<file path="src/rtl/cmd_frame_parser.sv">
// cmd_frame_parser: assembles opcode/addr/data/checksum frames into command or error strobes
module cmd_frame_parser #(
    parameter int         TIMEOUT = 16,
    parameter logic [7:0] OP_MAX  = 8'h03
) (
    input  logic        clk,
    input  logic        rst_n,
    input  logic [7:0]  din,
    input  logic        din_vld,
    output logic [7:0]  cmd_op,
    output logic [7:0]  cmd_addr,
    output logic [15:0] cmd_data,
    output logic        cmd_vld,
    output logic        err,
    output logic [1:0]  err_code,
    output logic        busy
);
    typedef enum logic [2:0] {IDLE, ADDR, DATA_H, DATA_L, CHK} state_t;
    localparam logic [7:0] TMO_LAST = 8'(TIMEOUT - 1);
    state_t     state, state_nx;
    logic [7:0] op_q, addr_q, dh_q, dl_q, acc, tcnt;
    logic       op_ok, tmo;
    assign busy = state != IDLE;
    // next-state: advance one field per accepted byte, fall back to IDLE on timeout
    always_comb begin
        op_ok    = din != 8'd0 && din <= OP_MAX;
        tmo      = busy && !din_vld && tcnt == TMO_LAST;
        state_nx = state;
        if (din_vld) begin
            case (state)
                IDLE:    state_nx = op_ok ? ADDR : IDLE;
                ADDR:    state_nx = DATA_H;
                DATA_H:  state_nx = DATA_L;
                DATA_L:  state_nx = CHK;
                default: state_nx = IDLE;
            endcase
        end else if (tmo) begin
            state_nx = IDLE;
        end
    end
    // state register
    always_ff @(posedge clk or posedge rst_n) begin
        if (rst_n) state <= IDLE;
        else       state <= state_nx;
    end
    // inter-byte gap counter, cleared by any byte and whenever the FSM rests in IDLE
    always_ff @(posedge clk or posedge rst_n) begin
        if (rst_n) tcnt <= '0;
        else       tcnt <= (din_vld || state_nx == IDLE) ? '0 : tcnt + 8'd1;
    end
    // field capture, running checksum and registered result strobes
    always_ff @(posedge clk or posedge rst_n) begin
        if (rst_n) begin
            op_q     <= '0;
            addr_q   <= '0;
            dh_q     <= '0;
            dl_q     <= '0;
            acc      <= '0;
            cmd_op   <= '0;
            cmd_addr <= '0;
            cmd_data <= '0;
            cmd_vld  <= 1'b0;
            err      <= 1'b0;
            err_code <= 2'd0;
        end else begin
            cmd_vld <= 1'b0;
            err     <= 1'b0;
            if (din_vld) begin
                case (state)
                    IDLE: begin
                        if (op_ok) begin
                            op_q <= din;
                            acc  <= din;
                        end else begin
                            err      <= 1'b1;
                            err_code <= 2'd3;
                        end
                    end
                    ADDR: begin
                        addr_q <= din;
                        acc    <= acc + din;
                    end
                    DATA_H: begin
                        dh_q <= din;
                        acc  <= acc + din;
                    end
                    DATA_L: begin
                        dl_q <= din;
                        acc  <= acc + din;
                    end
                    default: begin
                        if (din == acc) begin
                            cmd_vld  <= 1'b1;
                            cmd_op   <= op_q;
                            cmd_addr <= addr_q;
                            cmd_data <= {dh_q, dl_q};
                        end else begin
                            err      <= 1'b1;
                            err_code <= 2'd1;
                        end
                    end
                endcase
            end else if (tmo) begin
                err      <= 1'b1;
                err_code <= 2'd2;
            end
        end
    end
endmodule

</file>
<file path="config.mk">
export PLATFORM = sky130hd
export DESIGN_NAME = cmd_frame_parser
export DESIGN_NICKNAME = d
export VERILOG_FILES = /design/src/rtl/cmd_frame_parser.sv
export SDC_FILE = /design/constraint.sdc
export NUM_CORES = 1
export LEC_CHECK = 0
export BUFFER_PORTS_ARGS = -buffer_cell sky130_fd_sc_hd__buf_2
export CAP_MARGIN = 15
export CORE_MARGIN = 2
export CORE_UTILIZATION = 62
export DETAILED_ROUTE_END_ITERATION = 10
export PLACE_DENSITY_LB_ADDON = 0.3
export SETUP_SLACK_MARGIN = 0.2
export SLEW_MARGIN = 30
export SYNTH_ARGS = -nofsm -noshare
export SYNTH_HDL_FRONTEND = slang
export SYNTH_SLANG_ARGS = --single-unit
</file>
<file path="constraint.sdc">
create_clock -name clk -period 5.8 [get_ports clk]
set_input_delay 1.16 -clock clk [delete_from_list [all_inputs] [get_ports clk]]
set_output_delay 1.16 -clock clk [all_outputs]
set_load 0.05 [all_outputs]
</file>
# == Word-level counts from Yosys, hierarchy flattened ==
# Index checks and enable logic that the tools add are counted.
# Widths: inputs -> output; s select.
# totals
word_cells,66
output_inout_bits,37
inputBits,11
reg_bits,87
# op_classes
muxes,20
addsub,2
magnitude_cmp,1
eq_ne,9
bitwise_logic,1
reduce_logical,20
# op_table
operator,count
$mux 8,2
$pmux 8 s2,1
$pmux 3 s4,1
$reduce_and 3->1,3
$add 8x1->8 const B,1
$add 8x8->8,1
$eq 8x4->1 const B,1
$eq 8x8->1,1
$le 8x2->1 const B,1
$mux 1,8
$mux 2,4
$reduce_bool 8->1,1
$eq 3x2->1 const B,2
$logic_not 3->1,2
$mux 3,2
$reduce_and 2->1,3
$ne 2x2->1 const B,2
$pmux 2 s2,1
$reduce_and 4->1,1
$reduce_bool 2->1,2
$reduce_or 4->1,1
$eq 3x1->1 const B,1
$logic_and 1x1->1,3
$ne 3x2->1 const B,1
7 further kinds,7

# == Depth between registers and ports, before layout ==
# logic_depth
word_depth,8
ltp_mapped,8
ltp_nobuf,8

# == Worst setup path after synthesis ==
# Ideal clock, no wire load.
# synth_path
kind,input -> register
from,input port din[6]
to,register cmd_addr[0]
path_stages,7
setup_time_ns,0.125
t_required_ns,5.675
n_path_buf,2
arrival_ns,2.728
path_slack_ns,2.948
cell_sequence,ha_1 > nor4_1 > and3_1 > and3_1 > buf_2 > buf_2 > mux2_2
# synth_via
elab_chain_cells,2
# synth_lines
element,line,rtl
from (decl),8,"input logic [7:0] din,"
$eq 8x8->1,92,if (din == acc) begin
$reduce_and 3->1 (no line),n/a,
to (signal assigned),95,cmd_addr <= addr_q;
to (decl),11,"output logic [7:0] cmd_addr,"
# No other way between the ends.
# A chain may end at the register's enable or synchronous reset.

# == Final worst setup path ==
# layout_path
from,register state[1]
to,output port busy
# layout_via
elab_chain_cells,1
# layout_lines
element,line,rtl
from (decl),20,"state_t state, state_nx;"
from (signal assigned),44,else state <= state_nx;
$reduce_bool 3->1,23,assign busy = state != IDLE;
to (decl),16,output logic busy
# No other way between the ends.

==> impl_metrics.toml <==
[yosys]
synth_top_family_by_area = "multiplexers"
synthXorXnorAreaFrac = 0.0208
synth_compound_area_frac = 0.0773
synthFlopType = "dfrtp_1"
yosysUniqueCellTypes = 48
yosysSeqAreaShare = 0.575
synth_largest_area_cell = "dfrtp_1"
synthSimpleGateAreaFrac = 0.102
synth_edf_count = 0
syn_area_mm2 = 0.00379
ys_ff_latch = 87
syn_inst = 293
ys_async_sr_fraction = 1.00
synth_area_per_cell_um2 = 12.9
synth_mux_area_frac = 0.172
synth_nets = 313
ys_top_cells_by_area = "dfrtp_1 57%, mux2_2 16%, ha_1 2.6%, nand2_1 2.0%, nor2_1 1.6%"
synth_top_area_frac = 0.575
synth_fa_ha_area_frac = 0.0317
yosysWarnings = 0

[critical_path]
reg2reg_to = "cmd_data[2]$_DFFE_PP0P_"
crit_buf_inv = 2
r2r-start = "acc[4]$_DFFE_PP0P_"
crit_path_start = "state[1]$_DFF_PP0_"
worstPathRequired_ns = 4.64
path_max_fanout = 7
slowest_stage = "dfrtp_1"
endpoint = "busy"
worstSetupPathType = "flip-flop to primary output"
reg2regPathDepth = 6
cp-end-kind = "primary output"
critPathArrivalTime_ns = 1.70
cp_top_family = "flip-flops"
cp.depth = 3
crit_path_start_kind = "flip-flop"
crit_chain = "nor3_2, inv_1, buf_2"
max_stage_delay_ns = 0.47
r2r_setup_slack_ns = 3.53

[clock_network]
cts_setup_buffers = 0
cts-resized-gates = 0
ctsHoldBuffers = 0
numCtsBuffers = 9
cts.clk_slew.worst_paths_ns = 0.09
htreeDepth = 3
clk_latency_ns = 0.36
clock_sinks = 87
root_buffer = "clkbuf_8"
cts_tree = "yes"
cts_buffer_depth = 2

[floorplan]
die_w_um = 82.2
rows = 28
core_mm2 = 0.00592
die_area_mm2 = 0.00675
start_util = 0.640
io_pins = 48
die_h_um = 82.2

[route]
drt_iter0_markers = 169
drtPass1Iterations = 4
wl_per_cell_um = 16.6
drc = 0
detailroute.via_count = 2393
drtAntennaViolNets = 0
routed_wl_um = 7010
via_per_inst = 5.66

[cells_and_area]
mostFrequentLayoutCell = "dfrtp_1"
mostFrequentLayoutCells = "87 x dfrtp_1, 55 x mux2_2, 47 x buf_2, 20 x nand2_1, 16 x nor2_1"
nNetsFinal = 363
n_fill_cell = 386
antennaDiodeCount = 0
drive_gt1_frac = 0.385
syn_to_final_growth_pct = 14.0

[timing]
rsz0062_at_grt = "no"
max_freq_mhz = 349
slew_viol_final = 0
tightest_slew_ns = 0.662
fin_hold_ws_ns = 0.475
hold_viol = 0
maxSlewHeadroom = 0.559
fin_worst_skew_ns = 0.00911
period_share = 0.494
fin_setup_tns_ns = 0
fin_crit_ns = 2.86
setup-violations-final = 0

[power_and_ir_drop]
p_leak_nw = 2.18
ir_worst_vdd_mv = 0.234
p_per_area_mw_per_mm2 = 432

[placed_design]
portBuffers = 47
place_hpwl_um = 4850
place_congestion = 0.892

[global_routing]
grt-ovfl-total = 0
grt_max_degree = 77
first_global_vias = 2405
grt_first_pass_wirelength_um = 11700
grtUsageTotal = 0.235
antenna_found_initial = 0

[status]
status = "complete, no violations"

[worst_hold_path]
hold_class = "flip-flop to flip-flop"

[job]
cap_violations = 0
==> power breakdown <==
group          switching (mW)  total [mW]  internal [mW]
registers              0.0840       0.824          0.740
clock network           0.227       0.490          0.263
logic                   0.314       0.550          0.236
==> metrics by stage <==
step | power (mW) | area (um2) | utilization | cells | setup WS [ns]
after floorplan | 1.27 | 3790 | - | 293 | 2.39
after global placement | 1.35 | 4080 | 0.689 | 407 | 2.62
after detailed placement | 1.38 | 4080 | 0.689 | 407 | 2.59
after CTS | 1.87 | 4320 | 0.729 | 423 | 2.92
after global routing | 1.98 | 4320 | 0.730 | 423 | 2.82
final | 1.86 | 4320 | 0.730 | 423 | 2.94
==> registers in the layout, indices dropped and copies added (netlist names) <==
signal	flops
cmd_op	8
acc	8
cmd_vld	1
state	3
cmd_addr	8
err	1
tcnt	8
cmd_data	16
dl_q	8
addr_q	8
op_q	8
dh_q	8
err_code	2
==> worst min-delay path by stage <==
| stage | from | endpoint | slack, ns | depth (start not counted) |
|---|---|---|---|---|
| 2_1_floorplan | tcnt[0]$_DFF_PP0_ | tcnt[0]$_DFF_PP0_ | 0.43 | 1 |
| 3_3_place_gp | tcnt[0]$_DFF_PP0_ | tcnt[0]$_DFF_PP0_ | 0.44 | 1 |
| 3_5_place_dp | tcnt[0]$_DFF_PP0_ | tcnt[0]$_DFF_PP0_ | 0.46 | 1 |
| 4_1_cts | tcnt[0]$_DFF_PP0_ | tcnt[0]$_DFF_PP0_ | 0.48 | 1 |
| 5_1_grt | tcnt[0]$_DFF_PP0_ | tcnt[0]$_DFF_PP0_ | 0.50 | 1 |
| 6_report | tcnt[0]$_DFF_PP0_ | tcnt[0]$_DFF_PP0_ | 0.47 | 1 |
==> cell families after synthesis <==
family | Yosys count
compound gates | 39
xor+xnor | 9
fa+ha+maj | 9
buf+inv | 17
flops | 87
mux | 58
simple gates | 74
==> layout make-up <==
cell class                      count  area, um2  share of cell area
Clock inverter                      6        100              0.0232
Clock buffer                       10        138              0.0319
Tap cell                           75       93.8              0.0217
Timing Repair Buffer               49        254              0.0588
Inverter                            7       27.5             0.00637
Multi-Input combinational cell    189       1530               0.354
Sequential cell                    87       2180               0.504
==> cells in the mapped netlist, types with 3 or more instances <==
library cell	count
a21o_1	3
inv_1	7
nor3_1	3
nor2b_1	3
xor2_1	3
nor2_1	16
a211oi_1	3
dfrtp_1	87
a21oi_1	9
nand3_1	5
nand2_1	20
ha_1	8
buf_2	7
and3_1	5
o21ai_0	8
xnor2_1	6
and2_1	7
o21a_1	3
mux2_2	55
==> worst reg2reg max path, cell delays in order, from the launching register on <==
cell	delay [ns]
dfrtp_1	0.39
ha_1	0.36
nor4_1	0.25
and3_1	0.19
and3_1	0.16
buf_4	0.38
mux2_2	0.42
==> layer usage <==
layer	up-vias	track usage	wire, um
li1	1131	-	-
met1	1201	0.330	3230
met2	54	0.363	3420
met3	7	0.0554	296
met4	0	0.0800	63
met5	-	0	0
Power figures use the tool's default switching activity.
